==> src/rtl/seq_alu_param_pkg.sv <==
// rtl/seq_alu_param_pkg.sv - opcodes, FSM states and flag helpers for seq_alu_param
package alu_pkg;

  localparam logic [3:0] OP_AND  = 4'b0000;
  localparam logic [3:0] OP_OR   = 4'b0001;
  localparam logic [3:0] OP_ADD  = 4'b0010;
  localparam logic [3:0] OP_XOR  = 4'b0011;
  localparam logic [3:0] OP_NOR  = 4'b0100;
  localparam logic [3:0] OP_NAND = 4'b0101;
  localparam logic [3:0] OP_SUB  = 4'b0110;
  localparam logic [3:0] OP_SLT  = 4'b0111;
  localparam logic [3:0] OP_SLTU = 4'b1000;
  localparam logic [3:0] OP_SLL  = 4'b1001;
  localparam logic [3:0] OP_SRL  = 4'b1010;
  localparam logic [3:0] OP_SRA  = 4'b1011;
  localparam logic [3:0] OP_MUL  = 4'b1100;
  localparam logic [3:0] OP_DIVU = 4'b1101;
  localparam logic [3:0] OP_REMU = 4'b1110;
  localparam logic [3:0] OP_ILL  = 4'b1111;

  typedef enum logic [1:0] {
    S_IDLE = 2'd0,
    S_BUSY = 2'd1,
    S_DONE = 2'd2
  } state_e;

  // Signed overflow of A + Bo, where Bo is B already inverted for SUB.
  function automatic logic add_sub_ovf(input logic a_msb, input logic bo_msb, input logic sum_msb);
    return (a_msb == bo_msb) && (sum_msb != a_msb);
  endfunction

endpackage

==> src/rtl/seq_alu_param_if.sv <==
// rtl/seq_alu_param_if.sv - operand/result handshake bundle for seq_alu_param
interface seq_alu_param_if #(
  parameter int WIDTH = 32
);
  logic             in_valid;
  logic             in_ready;
  logic [WIDTH-1:0] A;
  logic [WIDTH-1:0] B;
  logic [3:0]       ALU_Ctr;
  logic             out_valid;
  logic             out_ready;
  logic [WIDTH-1:0] res;
  logic             Co;
  logic             zero;
  logic             overflow;
  logic             illegal;

  modport master (
    output in_valid, A, B, ALU_Ctr, out_ready,
    input  in_ready, out_valid, res, Co, zero, overflow, illegal
  );

  modport slave (
    input  in_valid, A, B, ALU_Ctr, out_ready,
    output in_ready, out_valid, res, Co, zero, overflow, illegal
  );
endinterface

==> src/rtl/seq_alu_param_muldiv_iter.sv <==
// rtl/seq_alu_param_muldiv_iter.sv - iterative shift-add multiplier / restoring divider (ALU_MULDIV_EN only)
`ifdef ALU_MULDIV_EN
module alu_muldiv_iter
  import alu_pkg::*;
#(
  parameter int WIDTH = 32
) (
  input  logic             clk,
  input  logic             rst_n,
  input  logic             start,
  input  logic [3:0]       op,
  input  logic [WIDTH-1:0] a,
  input  logic [WIDTH-1:0] b,
  output logic             busy,
  output logic             done,
  output logic [WIDTH-1:0] result,
  output logic             div0
);
  localparam int CW = $clog2(WIDTH);

  logic [CW-1:0]    cnt_q;
  logic             busy_q, mul_q, rem_q, div0_q;
  // acc: product (MUL) or partial remainder (DIV); y: multiplier or dividend/quotient; x: multiplicand or divisor
  logic [WIDTH-1:0] acc_q, x_q, y_q;
  logic [WIDTH-1:0] acc_d, x_d, y_d;
  logic [WIDTH-1:0] rem_lo, rem_sub;
  logic             rem_ge;

  always_comb begin
    rem_lo  = {acc_q[WIDTH-2:0], y_q[WIDTH-1]};
    rem_sub = rem_lo - x_q;
    // acc_q[msb] set means the shifted remainder already exceeds WIDTH bits, so it beats any divisor
    rem_ge  = acc_q[WIDTH-1] || (rem_lo >= x_q);
    if (mul_q) begin
      acc_d = acc_q + (y_q[0] ? x_q : '0);
      x_d   = x_q << 1;
      y_d   = y_q >> 1;
    end else begin
      acc_d = rem_ge ? rem_sub : rem_lo;
      x_d   = x_q;
      y_d   = {y_q[WIDTH-2:0], rem_ge};
    end
  end

  always_ff @(posedge clk) begin
    if (!rst_n) begin
      cnt_q  <= '0;
      busy_q <= 1'b0;
      mul_q  <= 1'b0;
      rem_q  <= 1'b0;
      div0_q <= 1'b0;
      acc_q  <= '0;
      x_q    <= '0;
      y_q    <= '0;
    end else if (start && !busy_q) begin
      cnt_q  <= CW'(WIDTH - 1);
      busy_q <= 1'b1;
      mul_q  <= (op == OP_MUL);
      rem_q  <= (op == OP_REMU);
      div0_q <= (op != OP_MUL) && (b == '0);
      acc_q  <= '0;
      x_q    <= (op == OP_MUL) ? a : b;
      y_q    <= (op == OP_MUL) ? b : a;
    end else if (busy_q) begin
      acc_q <= acc_d;
      x_q   <= x_d;
      y_q   <= y_d;
      if (cnt_q == '0) busy_q <= 1'b0;
      else             cnt_q  <= cnt_q - 1'b1;
    end
  end

  // The final step's next-state value is handed out directly so the top can register it on the same edge.
  assign busy   = busy_q;
  assign done   = busy_q && (cnt_q == '0);
  assign result = (mul_q || rem_q) ? acc_d : y_d;
  assign div0   = div0_q;

endmodule
`endif

==> src/rtl/seq_alu_param.sv <==
// rtl/seq_alu_param.sv - handshaked parametrised ALU; iterative MUL/DIVU/REMU under ALU_MULDIV_EN
module seq_alu_param
  import alu_pkg::*;
#(
  parameter int WIDTH = 32
) (
  input  logic           clk,
  input  logic           rst_n,
  seq_alu_param_if.slave bus
);
  localparam int SHW = $clog2(WIDTH);

  state_e           state_q, state_d;
  logic [WIDTH-1:0] res_q, res_d;
  logic             co_q, co_d, zero_q, zero_d, ovf_q, ovf_d, ill_q, ill_d;

  logic             accept, is_md, sub;
  logic [WIDTH-1:0] bo, sum, alu_res;
  logic             carry, alu_co, alu_ovf, alu_ill;
  logic [SHW-1:0]   amt;

  assign accept = bus.in_valid && (state_q == S_IDLE);

`ifdef ALU_MULDIV_EN
  logic             md_busy, md_done, md_div0;
  logic [WIDTH-1:0] md_result;

  assign is_md = (bus.ALU_Ctr == OP_MUL) || (bus.ALU_Ctr == OP_DIVU) || (bus.ALU_Ctr == OP_REMU);

  alu_muldiv_iter #(.WIDTH(WIDTH)) u_muldiv (
    .clk    (clk),
    .rst_n  (rst_n),
    .start  (accept && is_md),
    .op     (bus.ALU_Ctr),
    .a      (bus.A),
    .b      (bus.B),
    .busy   (md_busy),
    .done   (md_done),
    .result (md_result),
    .div0   (md_div0)
  );
`else
  assign is_md = 1'b0;
`endif

  always_comb begin
    sub          = (bus.ALU_Ctr == OP_SUB);
    bo           = bus.B ^ {WIDTH{sub}};
    {carry, sum} = {1'b0, bus.A} + {1'b0, bo} + {{WIDTH{1'b0}}, sub};
    amt          = bus.B[SHW-1:0];
    alu_res      = '0;
    alu_co       = 1'b0;
    alu_ovf      = 1'b0;
    alu_ill      = 1'b0;
    case (bus.ALU_Ctr)
      OP_AND:  alu_res = bus.A & bus.B;
      OP_OR:   alu_res = bus.A | bus.B;
      OP_XOR:  alu_res = bus.A ^ bus.B;
      OP_NOR:  alu_res = ~(bus.A | bus.B);
      OP_NAND: alu_res = ~(bus.A & bus.B);
      OP_ADD, OP_SUB: begin
        alu_res = sum;
        alu_co  = carry;
        alu_ovf = add_sub_ovf(bus.A[WIDTH-1], bo[WIDTH-1], sum[WIDTH-1]);
      end
      OP_SLT:  alu_res = {{(WIDTH-1){1'b0}}, ($signed(bus.A) < $signed(bus.B))};
      OP_SLTU: alu_res = {{(WIDTH-1){1'b0}}, (bus.A < bus.B)};
      OP_SLL:  alu_res = bus.A << amt;
      OP_SRL:  alu_res = bus.A >> amt;
      OP_SRA:  alu_res = $unsigned($signed(bus.A) >>> amt);
      default: alu_ill = 1'b1;
    endcase
  end

  always_comb begin
    state_d = state_q;
    res_d   = res_q;
    co_d    = co_q;
    zero_d  = zero_q;
    ovf_d   = ovf_q;
    ill_d   = ill_q;
    case (state_q)
      S_IDLE: begin
        if (accept && is_md) begin
          state_d = S_BUSY;
        end else if (accept) begin
          res_d   = alu_res;
          co_d    = alu_co;
          zero_d  = (alu_res == '0);
          ovf_d   = alu_ovf;
          ill_d   = alu_ill;
          state_d = S_DONE;
        end
      end
      S_BUSY: begin
`ifdef ALU_MULDIV_EN
        if (md_done) begin
          res_d   = md_result;
          co_d    = 1'b0;
          zero_d  = (md_result == '0);
          ovf_d   = md_div0;
          ill_d   = 1'b0;
          state_d = S_DONE;
        end else if (!md_busy) begin
          state_d = S_IDLE;
        end
`else
        state_d = S_IDLE;
`endif
      end
      S_DONE: begin
        if (bus.out_ready) state_d = S_IDLE;
      end
      default: state_d = S_IDLE;
    endcase
  end

  always_ff @(posedge clk) begin
    if (!rst_n) begin
      state_q <= S_IDLE;
      res_q   <= '0;
      co_q    <= 1'b0;
      zero_q  <= 1'b0;
      ovf_q   <= 1'b0;
      ill_q   <= 1'b0;
    end else begin
      state_q <= state_d;
      res_q   <= res_d;
      co_q    <= co_d;
      zero_q  <= zero_d;
      ovf_q   <= ovf_d;
      ill_q   <= ill_d;
    end
  end

  assign bus.in_ready  = (state_q == S_IDLE);
  assign bus.out_valid = (state_q == S_DONE);
  assign bus.res       = res_q;
  assign bus.Co        = co_q;
  assign bus.zero      = zero_q;
  assign bus.overflow  = ovf_q;
  assign bus.illegal   = ill_q;

endmodule

==> src/flat_wrapper.sv <==
// flat-port wrapper written by rule: the top's interface ports become plain ports
module seq_alu_param_flat import alu_pkg::*;
#(
  parameter int WIDTH = 32
)
  (clk, rst_n, bus_in_valid, bus_A, bus_B, bus_ALU_Ctr, bus_out_ready, bus_in_ready, bus_out_valid, bus_res, bus_Co, bus_zero, bus_overflow, bus_illegal);
  seq_alu_param_if #(.WIDTH(WIDTH)) bus_i ();
  input  logic clk;
  input  logic rst_n;
  input wire logic [$bits(bus_i.in_valid)-1:0] bus_in_valid;
  input wire logic [$bits(bus_i.A)-1:0] bus_A;
  input wire logic [$bits(bus_i.B)-1:0] bus_B;
  input wire logic [$bits(bus_i.ALU_Ctr)-1:0] bus_ALU_Ctr;
  input wire logic [$bits(bus_i.out_ready)-1:0] bus_out_ready;
  output wire logic [$bits(bus_i.in_ready)-1:0] bus_in_ready;
  output wire logic [$bits(bus_i.out_valid)-1:0] bus_out_valid;
  output wire logic [$bits(bus_i.res)-1:0] bus_res;
  output wire logic [$bits(bus_i.Co)-1:0] bus_Co;
  output wire logic [$bits(bus_i.zero)-1:0] bus_zero;
  output wire logic [$bits(bus_i.overflow)-1:0] bus_overflow;
  output wire logic [$bits(bus_i.illegal)-1:0] bus_illegal;
  assign bus_i.in_valid = bus_in_valid;
  assign bus_i.A = bus_A;
  assign bus_i.B = bus_B;
  assign bus_i.ALU_Ctr = bus_ALU_Ctr;
  assign bus_i.out_ready = bus_out_ready;
  assign bus_in_ready = bus_i.in_ready;
  assign bus_out_valid = bus_i.out_valid;
  assign bus_res = bus_i.res;
  assign bus_Co = bus_i.Co;
  assign bus_zero = bus_i.zero;
  assign bus_overflow = bus_i.overflow;
  assign bus_illegal = bus_i.illegal;
  seq_alu_param #(.WIDTH(WIDTH)) u_core (.clk(clk), .rst_n(rst_n), .bus(bus_i));
endmodule
==> config.mk <==
export PLATFORM = sky130hd
export DESIGN_NAME = seq_alu_param_flat
export DESIGN_NICKNAME = d
export VERILOG_FILES = /design/src/rtl/seq_alu_param_pkg.sv /design/src/rtl/seq_alu_param_if.sv /design/src/rtl/seq_alu_param_muldiv_iter.sv /design/src/rtl/seq_alu_param.sv /design/src/flat_wrapper.sv
export SDC_FILE = /design/constraint.sdc
export NUM_CORES = 1
export LEC_CHECK = 0
export CAP_MARGIN = 5
export CORE_MARGIN = 2
export CORE_UTILIZATION = 47
export DETAILED_ROUTE_END_ITERATION = 12
export PLACE_DENSITY = 0.7
export SETUP_SLACK_MARGIN = 0.2
export SLEW_MARGIN = 15
export SYNTH_ARGS = -nofsm -noshare
export SYNTH_HDL_FRONTEND = slang
export SYNTH_SLANG_ARGS = --single-unit
export TNS_END_PERCENT = 10
==> constraint.sdc <==
create_clock -name clk -period 4.8 [get_ports clk]
set_clock_uncertainty 0.05 [all_clocks]
set_input_delay 0.72 -clock clk [delete_from_list [all_inputs] [get_ports clk]]
set_output_delay 0.72 -clock clk [all_outputs]
set_load 0.05 [all_outputs]
# == After elaboration in Yosys (flattened, before gate mapping) ==
# Index checks and enable logic that the tools add are counted.
# totals
register_bits,38
input_bits,72
out_inout_bits,38
# classes
muxes,7
n_reduce_logical,9
bitwise,6
n_addsub,2
shift,3
n_eq_ne,16
magnitude_cmp,2
# op_table
cell,n
32-bit one-hot mux with 11 select lines,1
32-bit less-than comparator,2
32-bit NOT,2
32-bit bitwise XOR,2
32-bit by 32-bit adder with 33-bit output,1
33-bit by 1-bit adder with 33-bit output,1
32-bit AND,1
32-bit logical NOT,1
32-bit bitwise OR,1
32-bit by 5-bit left shift with 32-bit output,1
32-bit by 5-bit >> shifter with 32-bit output,1
32-bit by 5-bit >>> shifter with 32-bit output,1
"4-bit by 3-bit == test with 1-bit output, second input constant",4
"4-bit == test, second input constant",4
12-bit OR reduction,1
"4-bit by 2-bit == test with 1-bit output, second input constant",2
"4-bit by 1-bit == test with 1-bit output, second input constant",1
4-bit logical NOT,1
2-bit two-way mux,2
2-bit one-hot mux with 2 select lines,1
2-bit AND reduction,2
1-bit two-way mux,3
"2-bit == test, second input constant",1
1-bit logical AND,2
other kinds (6),6

# == Logic depth before layout (Yosys ltp) ==
# Gate-level depths: netlist of run 1.
# depth
ltp_word,7
mapped_depth,17
ltp_nobuf,14

# == Least setup slack after synthesis of run 1 ==
# Ideal clock, no wire load.
# synth_timing
kind,in2reg
from,input port bus_B[2]
to,register u_core.zero_q (netlist: u_core.bus.zero)
cell_stages,17
t_arrival_ns,4.472
slack_ns,0.183
setup_ns,0.096
cell_sequence,clkbuf_1 -> inv_2 -> buf_2 -> buf_2 -> buf_1 -> xnor2_1 -> ha_1 -> nand2b_1 -> a21oi_1 -> o21ai_0 -> a21bo_2 -> a311o_1 -> a2111oi_2 -> nand4_1 -> nor4_2 -> nand4_1 -> o41ai_2
# synth_via
elab_chain_cells,5
# synth_lines
item,line,source
from (decl),flat_wrapper.sv:12,input wire logic [$bits(bus_i.B)-1:0] bus_B;
32-bit bitwise XOR,seq_alu_param.sv:48,bo = bus.B ^ {WIDTH{sub}};
32-bit by 32-bit adder with 33-bit output,seq_alu_param.sv:49,"{carry, sum} = {1'b0, bus.A} + {1'b0, bo} + {{WIDTH{1'b0}}, sub};"
33-bit by 1-bit adder with 33-bit output,seq_alu_param.sv:49,
32-bit one-hot mux with 11 select lines (*),seq_alu_param.sv:55,case (bus.ALU_Ctr)
32-bit logical NOT (*),seq_alu_param.sv:89,zero_d = (alu_res == '0);
to (signal assigned),seq_alu_param.sv:130,zero_q <= zero_d;
to (decl),seq_alu_param.sv:15,"logic co_q, co_d, zero_q, zero_d, ovf_q, ovf_d, ill_q, ill_d;"
# Every way passes the cells marked *; elsewhere a longest branch is shown, timed or not.
# A chain may end at the register's enable or synchronous reset.

# == Worst setup path after layout of run 1 ==
# layout_timing
from,input port bus_ALU_Ctr[1]
to,register u_core.zero_q (netlist: u_core.bus.zero)
# layout_via
elab_chain_cells,6
# layout_lines
item,line,source
from (decl),flat_wrapper.sv:13,input wire logic [$bits(bus_i.ALU_Ctr)-1:0] bus_ALU_Ctr;
4-bit by 3-bit == test with 1-bit output,"seq_alu_param.sv:47, seq_alu_param.sv:55",
32-bit bitwise XOR,seq_alu_param.sv:48,
32-bit by 32-bit adder with 33-bit output,seq_alu_param.sv:49,
33-bit by 1-bit adder with 33-bit output,seq_alu_param.sv:49,
32-bit one-hot mux with 11 select lines (*),seq_alu_param.sv:55,
32-bit logical NOT (*),seq_alu_param.sv:89,
# Marks and branches as above.

==> impl_metrics.tcl, run 1 <==
set metrics [dict create \
    num-nets-final 1853 \
    dp_slack_ns -0.535 \
    path_clk_slew_ns 0.06 \
    synth_nets 1622 \
    p_comb_share_pct 69.4 \
    fin_ws_ns 0.346 \
    synth_flop_cell "dfxtp_1" \
    hold_path_class "flop to flop" \
    grt_antenna_before_repair 0 \
    gp_congestion 1.08 \
    tns_ns 0 \
    yosys.area.top_type "ha_1" \
    grtUsageTotal_pct 41.4 \
    grt.overflow.total 0 \
    max_freq_mhz 224 \
    finalSetupViolCount 0 \
    leakage_uw 0.00606 \
    syn2layout_area_growth_pct 28.6 \
    cts.sinks 37 \
    async_flop_share_pct 0 \
    via_per_inst 6.64 \
    cp.required_ns 4.95 \
    hold_viol_final 0 \
    synth_area_leaders "ha_1 16%, mux4_2 9.2%, mux2i_1 7.8%" \
    fin_util_pct 61.5 \
    drt_iter0_drc 1492 \
    cap_viol_max_count 0 \
    syn_area_per_cell_um2 7.67 \
    dp_hpwl_um 41200 \
    reg2reg_slack_ns 1.89 \
    maxSlewViolCount 0 \
    routed_wl_um 51200 \
    swShare_pct 47.0 \
    switching_power_uw 1160 \
    endpoint_kind "flop" \
    yosys_register_bits 37 \
    start_util_pct 47.8 \
    rr_worst_depth 10 \
    cts-root-buf "clkbuf_16" \
    clk_latency_ns 0.29 \
    ir_worst_vdd_uv 145 \
    wire_per_inst_um 26.6 \
    grt_use_met3_pct 8.33 \
    met1_usage_pct 56.4 \
    outcome "finished clean" \
    synth_warnings 0 \
    cellPowerDensity_mw_per_mm2 177 \
    busiest_layer "met2" \
    num_vias 12800 \
    die_x_um 156 \
    clockBufferDepth 2 \
    ant_nets 0 \
    fill_cells 2150 \
    holdWs_ns 0.401 \
    drive_gt1_share_pct 20.9 \
    arrival_ns 4.61 \
    finalCriticalPeriod_ns 4.45 \
    start_kind "input pin" \
    syn_area_mm2 0.0108 \
    cts_hold_buf 0 \
    grt_start_max_net_pins 76 \
    die_h_um 156 \
    seqPwrFrac_pct 14.1 \
    max-slew-margin-rel_pct 30.8 \
    synth_edf_count 0 \
    port_buffers 109 \
    num_rows 55 \
    cts_made_buffers 5 \
    min_path_cells 2 \
    clockPowerShare_pct 16.5 \
    grt_use_met2_pct 64.2 \
    h-tree-depth 2 \
    worstSetupPathType "input pin to flop" \
    synth.distinct_cells 90 \
    dr.pass1.iters 6 \
    grt_pass1_wl_um 75800 \
    dp.cells 1910 \
    core_mm2 0.0226 \
    top_level_ports 110 \
    grt_pass1_vias 12100 \
    rsz0062_at_grt "no" \
    ys_seq_area_share_pct 6.84 \
    drc 0 \
    postSynthCellCount 1412 \
    power.internal_uw 1310 \
    crit_fanout 10 \
    fin_cells 1929 \
    min_period_over_period_pct 92.8 \
    cts_tree "yes" \
    yosys.area.top_type_share_pct 15.8 \
    die_area_mm2 0.0243 \
    worst_pin_slew_ns 1.04 \
    antenna_cells 0 \
]
per-layer routing:
layer	wire length (um)	up-vias
met4	2570	0
met2	22400	797
met3	5190	135
met1	21000	6103
met5	0	-
li1	-	5775
power groups by stage:
stage	combinational, uW	sequential, uW	clock [uW]
floorplan	830	441	0
CTS	1620	348	408
global placement	1590	352	0
finish	1710	348	406
global route	1800	350	424
detailed placement	1600	354	0
critical path: stages:
cell             delay [ns]
clkdlybuf4s50_1        0.49
nor4bb_4               0.19
buf_4                  0.18
buf_12                 0.14
buf_12                 0.13
buf_4                  0.12
xnor2_1                0.14
ha_1                   0.35
a21oi_1                0.23
o21a_1                 0.20
nor3_1                 0.09
a211oi_1               0.43
o211ai_1               0.33
a21oi_1                0.30
and4_1                 0.22
nand4_1                0.13
o41ai_2                0.20
metrics by stage:
stage	power (uW)	area, um^2
after global routing	2580	13900
after detailed placement	1950	13400
after CTS	2380	13700
after global placement	1940	13400
after floorplan	1270	10800
final	2460	13900
area by class of cell:
| class | instances | area (um^2) | area share, % |
|---|---|---|---|
| repair buffers | 324 | 2800 | 20.1 |
| flip-flops and latches | 37 | 741 | 5.32 |
| clock inverters | 2 | 37.5 | 0.270 |
| multi-input cells | 1184 | 9510 | 68.3 |
| inverters | 91 | 342 | 2.45 |
| well taps | 285 | 357 | 2.56 |
| clock buffers | 6 | 139 | 0.998 |
cells by family after synthesis:
group	Yosys count	synth area share, %
AOI/OAI and AO/OA	403	25.6
xor gates and xnor gates	47	3.80
adders and majority gates	138	16.0
buffers and inverters	191	7.51
DFF	37	6.84
muxes	154	20.6
and+or+nand+nor	442	19.7
final timing paths:
check | endpoint | startpoint
setup / recovery | u_core.bus.zero | bus_ALU_Ctr[1]
hold / removal | u_core.bus.Co | u_core.bus.Co
setup reg to reg | u_core.bus.zero | u_core.state_q[1]
hold reg to reg | u_core.bus.Co | u_core.bus.Co
cells in the final DEF, fill, tap and decap left out, types with 44 or more instances in the layout:
cell type and n:
mux4_2 44, mux2i_1 84, a21oi_1 82, inv_1 89, ha_1 137, nand2_1 135, buf_4 208, o21ai_0 69
clkdlybuf4s50_1 104, nor2_1 124
state kept, by name, summed over array words and instances (netlist names):
name and cells:
u_core.bus.overflow 1, u_core.bus.res 32, u_core.state_q 1, u_core.bus.zero 1
u_core.bus.Co 1, u_core.bus.illegal 1
cell usage after synthesis, types with 36 or more instances:
cell type and instances:
ha_1 137, a21oi_1 87, mux4_2 44, xnor2_1 36
nor2_1 125, o21ai_0 73, clkbuf_1 56, mux2i_1 84
dfxtp_1 37, nand2_1 135, a211oi_1 45, inv_1 89
what timing repair did:
action,in CTS,in global routing
resized for setup,17,29
pin swaps,6,24
endpoints found under the setup margin,2,6
setup buffers,2,8
Power figures use the tool's default switching activity.
==> run 2, diff against run 1 <==
Settings changed: CORE_UTILIZATION 47 to 41, PLACE_DENSITY 0.7 to 0.62.
==> run 2 against run 1 <==
Effect of this change:
- clock power decreased by 24%
- hold slack improved by 0.00070 ns
- total power decreased by 3.5%
- critical path depth increased by 2
- sequential power about the same
- register-to-register slack about the same
- critical endpoint unchanged
- largest cell class unchanged
- largest power group unchanged
==> impl_metrics.tcl, run 2 (synthesized netlist as in run 1, its figures left out) <==
set metrics [dict create \
    grt_pass1_vias 12000 \
    grt_start_max_net_pins 60 \
    ir_worst_vdd_uv 163 \
    hold_path_class "flop to flop" \
    hold_viol_final 0 \
    leakage_uw 0.00618 \
    gp_congestion 1.06 \
    num_rows 59 \
    grtUsageTotal_pct 34.7 \
    fin_ws_ns 0.580 \
    fin_util_pct 54.3 \
    start_util_pct 41.7 \
    dp_slack_ns -0.335 \
    grt.overflow.total 0 \
    cts.sinks 37 \
    reg2reg_from "u_core.state_q[1]" \
    finalSetupViolCount 0 \
    wire_per_inst_um 24.9 \
    mostFrequentLayoutCells "235 x buf_4, 136 x ha_1, 135 x nand2_1" \
    r2r_end "u_core.bus.zero" \
    maxSlewViolCount 0 \
    max_freq_mhz 237 \
    num_vias 12600 \
    worstSetupPathType "input pin to flop" \
    clockBufferDepth 2 \
    power_uw 2380 \
    syn2layout_area_growth_pct 30.4 \
    drive_gt1_share_pct 22.2 \
    cts_tree "yes" \
    cts_made_buffers 5 \
    largest_reg_flops 32 \
    cellPowerDensity_mw_per_mm2 168 \
    ant_nets 0 \
    dr.pass1.iters 5 \
    layout_commonest_cell "buf_4" \
    cp.required_ns 4.94 \
    crit_fanout 6 \
    crit_path_end "u_core.bus.zero" \
    dp_hpwl_um 40800 \
    path_clk_slew_ns 0.05 \
    rsz0062_at_grt "no" \
    drt_iter0_drc 1363 \
    num-nets-final 1879 \
    core_mm2 0.0260 \
    endpoint_kind "flop" \
    via_per_inst 6.29 \
    crit_start "bus_ALU_Ctr[3]" \
    cts-root-buf "clkbuf_16" \
    drc 0 \
    antenna_cells 0 \
    finalCriticalPeriod_ns 4.22 \
    start_kind "input pin" \
    h-tree-depth 2 \
    clk_latency_ns 0.28 \
    grt_antenna_before_repair 0 \
    reg2reg_slack_ns 1.89 \
    min_period_over_period_pct 87.9 \
    holdWs_ns 0.402 \
    top_level_ports 110 \
    grt_pass1_wl_um 74300 \
    die_x_um 166 \
    tns_ns 0 \
    cap_viol_max_count 0 \
    port_buffers 109 \
    max-slew-margin-rel_pct 41.6 \
    outcome "finished clean" \
    rr_worst_depth 11 \
    die_h_um 166 \
    worst_pin_slew_ns 0.864 \
    arrival_ns 4.36 \
    routed_wl_um 49900 \
    die_area_mm2 0.0277 \
]
run 2: cell types whose count changed in the layout (fill, tap and decap cells not counted), moves of 2 or more:
cell | previous run | this run
clkinv_2 | 0 | 2
nor4_1 | 9 | 11
xnor2_2 | 0 | 4
buf_12 | 8 | 6
xnor2_1 | 36 | 32
buf_4 | 208 | 235
run 2: critical path: stages:
cell,delay (ns)
dlymetal6s2s_1,0.15
nor4bb_4,0.28
buf_4,0.18
buf_12,0.14
buf_8,0.14
xnor2_2,0.08
ha_1,0.34
nand4_1,0.16
nor2_1,0.08
a211oi_2,0.27
a22oi_2,0.12
buf_4,0.15
buf_4,0.14
o21ai_1,0.26
o21ai_0,0.14
a211oi_1,0.43
buf_4,0.19
nand3_1,0.09
o41ai_2,0.28
run 2: timing repair:
item                                    CTS  global route
endpoints found under the setup margin    6             7
cloned                                    1             0
resized for setup                        22            26
pin swaps                                 6            21
hold buffers                              0             0
setup buffers                             4             6
run 2: per-stage QoR:
step / area, um^2 / cells
2_1_floorplan: 10800 / 1412
3_3_place_gp: 13700 / 1986
3_5_place_dp: 13700 / 1986
4_1_cts: 13900 / 1999
5_1_grt: 14100 / 2005
6_report: 14100 / 2005
run 2: metal layers:
layer	GRT usage, %	up-vias	share of wire (%)
met4	13.0	0	4.8
li1	-	5836	-
met5	0	-	0
met1	47.5	6062	43
met2	55.7	620	44
met3	4.78	101	7.9
run 2: where the power goes:
group	internal, uW	switching [uW]
Combinational	737	983
Clock	190	120
Sequential	333	14.2
Total	1260	1120
run 2: area by class of cell:
| class | count | area (um^2) |
|---|---|---|
| fill | 2566 | 11900 |
| multi-input combinational | 1184 | 9500 |
| timing repair buffer | 350 | 2970 |
| sequential | 37 | 741 |
| tap | 335 | 419 |
| inverter | 91 | 342 |
| clock buffer | 6 | 129 |
| clock inverter | 2 | 10.0 |
run 2: how the worst min path moves through the flow:
stage / startpoint / endpoint / slack (ns) / depth (start not counted)
floorplan: u_core.bus.Co / u_core.bus.Co / 0.62 / 2
global placement: u_core.bus.illegal / u_core.bus.illegal / 0.39 / 2
detailed placement: u_core.bus.illegal / u_core.bus.illegal / 0.40 / 2
CTS: u_core.bus.illegal / u_core.bus.illegal / 0.41 / 2
global route: u_core.bus.illegal / u_core.bus.illegal / 0.45 / 2
finish: u_core.bus.illegal / u_core.bus.illegal / 0.40 / 2
==> run 3, diff against run 2 <==
Settings changed: GPL_TIMING_DRIVEN set to 0.
==> run 3 against run 2 <==
Effect of this change:
- routed wire length up 18%
- critical path depth shrank 8
- clock-buffer cell count unchanged
- setup slack got worse by 0.32 ns
- sequential share of layout area is 0.20 points higher
- sequential cell count unchanged
- sequential power is essentially flat
- fmax fell by 7.1%
- critical endpoint unchanged
- largest power group unchanged
- highest routed layer unchanged
==> impl_metrics.tcl, run 3 (synthesized netlist as in run 1, its figures left out) <==
set metrics [dict create \
    finalSetupViolCount 0 \
    slowest_stage "clkdlybuf4s50_1" \
    path_clk_slew_ns 0.06 \
    min_period_over_period_pct 94.6 \
    drc 0 \
    start_kind "input pin" \
    top_level_ports 110 \
    via_per_inst 6.88 \
    grt_pass1_wl_um 83900 \
    dp.cells 1856 \
    cts.sinks 37 \
    switching_power_uw 1200 \
    seqPwrFrac_pct 14.4 \
    ant_nets 0 \
    num_rows 59 \
    num-nets-final 1773 \
    max-slew-margin-rel_pct 18.1 \
    routed_wl_um 59100 \
    cpMostUsedCell "nand4_1" \
    hold_path_class "flop to flop" \
    r2r_end "u_core.bus.zero" \
    cap_viol_max_count 0 \
    cts_made_buffers 5 \
    cts_hold_buf 0 \
    mostFrequentLayoutCells "134 x nand2_1, 132 x ha_1, 124 x nor2_1" \
    rsz0062_at_grt "no" \
    worstHoldEndpoint "u_core.bus.Co" \
    cts_tree "yes" \
    cp.buffers_inverters 2 \
    grt_antenna_before_repair 0 \
    fin_cells 1899 \
    maxSlewViolCount 0 \
    drt_iter0_drc 1768 \
    reg2reg_slack_ns 1.67 \
    wire_per_inst_um 31.1 \
    hold_viol_final 0 \
    grt_pass1_vias 12200 \
    start_util_pct 41.7 \
    holdWs_ns 0.407 \
    crit_fanout 10 \
    num_vias 13100 \
    slowest_delay_ns 0.62 \
    critPathTopFamily "compound AO/OA/AOI/OAI gates" \
    endpoint_kind "flop" \
    syn2layout_area_growth_pct 25.6 \
    power.internal_uw 1210 \
    drive_gt1_share_pct 16.5 \
    die_x_um 166 \
    critical_path_cell_count 11 \
    clockBufferDepth 2 \
    h-tree-depth 2 \
    worstSetupPathType "input pin to flop" \
    gp_congestion 1.08 \
    largest_reg_flops 32 \
    die_h_um 166 \
    antenna_cells 0 \
    min_path_cells 2 \
    place_area_mm2 0.0123 \
    worstHoldStart "u_core.bus.Co" \
    port_buffers 109 \
    clk_latency_ns 0.28 \
    rr_worst_depth 11 \
    arrival_ns 4.68 \
    swShare_pct 49.6 \
    grt_start_max_net_pins 14 \
    core_mm2 0.0260 \
    max_freq_mhz 220 \
    cts-root-buf "clkbuf_16" \
    p_comb_share_pct 69.6 \
    grtUsageTotal_pct 40.8 \
    fin_util_pct 52.3 \
    ir_worst_vdd_uv 202 \
    clockPowerShare_pct 16.0 \
    worst_pin_slew_ns 1.22 \
    leakage_uw 0.00566 \
    dp_hpwl_um 47300 \
    final_cell_area_mm2 0.0136 \
    outcome "finished clean" \
    grt.overflow.total 0 \
    crit_chain "clkdlybuf4s50_1, clkbuf_1, nand3_1, o21ai_1, a211o_1, a311o_1, a2111oi_2, nand4_1, nor4_4, nand4_1, o41ai_2" \
    cellPowerDensity_mw_per_mm2 177 \
    reg2reg_from "u_core.state_q[1]" \
    dr.pass1.iters 6 \
    finalCriticalPeriod_ns 4.54 \
    die_area_mm2 0.0277 \
    layout_commonest_cell "nand2_1" \
    cp.required_ns 4.94 \
]
## run 3: cell types whose count changed in the layout (fill, tap and decap cells not counted), sizes merged, moves of 2 or more
| cell | change |
|---|---|
| clkinvlp | +2 |
| clkinv | -2 |
| clkdlybuf4s50 | -11 |
| dlymetal6s2s | +8 |
| buf | -166 |
| clkbuf | +61 |
| dlygate4sd2 | +2 |
## run 3: stage by stage
stage	setup TNS, ns	total power (uW)	setup slack, ns
2_1_floorplan	0	1270	0.260
3_3_place_gp	-39.06	1810	-2.47
3_5_place_dp	-37.00	1810	-2.42
4_1_cts	0	2310	0.214
5_1_grt	0	2510	0.156
6_report	0	2410	0.259
## run 3: cell type report
| class | count | area, um^2 |
|---|---|---|
| fillers | 2553 | 12400 |
| multi-input cells | 1184 | 9820 |
| repair buffers | 144 | 1400 |
| flip-flops and latches | 37 | 741 |
| plain buffers | 100 | 684 |
| well taps | 335 | 419 |
| inverters | 91 | 353 |
| clock buffers | 6 | 139 |
| clock inverters | 2 | 37.5 |
## run 3: tightest hold or removal path: cells and delay by family, from the launching register on
family           cells  cell delay, ns
AO/OA/AOI/OAI        1            0.05
flip-flops           1            0.31
AND/OR/NAND/NOR      1            0.05
## run 3: how the worst max path moves through the flow
stage	start	to	slack (ns)
2_1_floorplan	bus_B[3]	u_core.bus.zero	0.26
3_3_place_gp	bus_B[3]	u_core.bus.zero	-2.47
3_5_place_dp	bus_B[3]	u_core.bus.zero	-2.42
4_1_cts	bus_B[2]	u_core.bus.zero	0.21
5_1_grt	bus_ALU_Ctr[3]	u_core.bus.zero	0.16
6_report	bus_A[31]	u_core.bus.zero	0.26
## run 3: timing repair
item / 4_1_cts / 5_1_grt
buffers inserted: 22 / 12
gates cloned: 1 / 0
gates resized for setup: 155 / 67
endpoints found under the hold margin: 0 / 0
endpoints found under the setup margin: 33 / 4
pin swaps: 31 / 24
## run 3: metal layers
metal,vias to the layer above,share of wire [%],global-route usage (%)
li1,5625,-,-
met1,6234,40,55.2
met2,1021,41,59.6
met3,186,13,12.4
met4,0,5.9,18.6
met5,-,0,0
## run 3: power by group through the flow
| stage | Sequential, uW | Clock [uW] | Combinational [uW] |
|---|---|---|---|
| finish | 348 | 385 | 1680 |
| floorplan | 441 | 0 | 830 |
| CTS | 348 | 386 | 1570 |
| detailed placement | 354 | 0 | 1460 |
| global placement | 353 | 0 | 1460 |
| global route | 350 | 401 | 1750 |
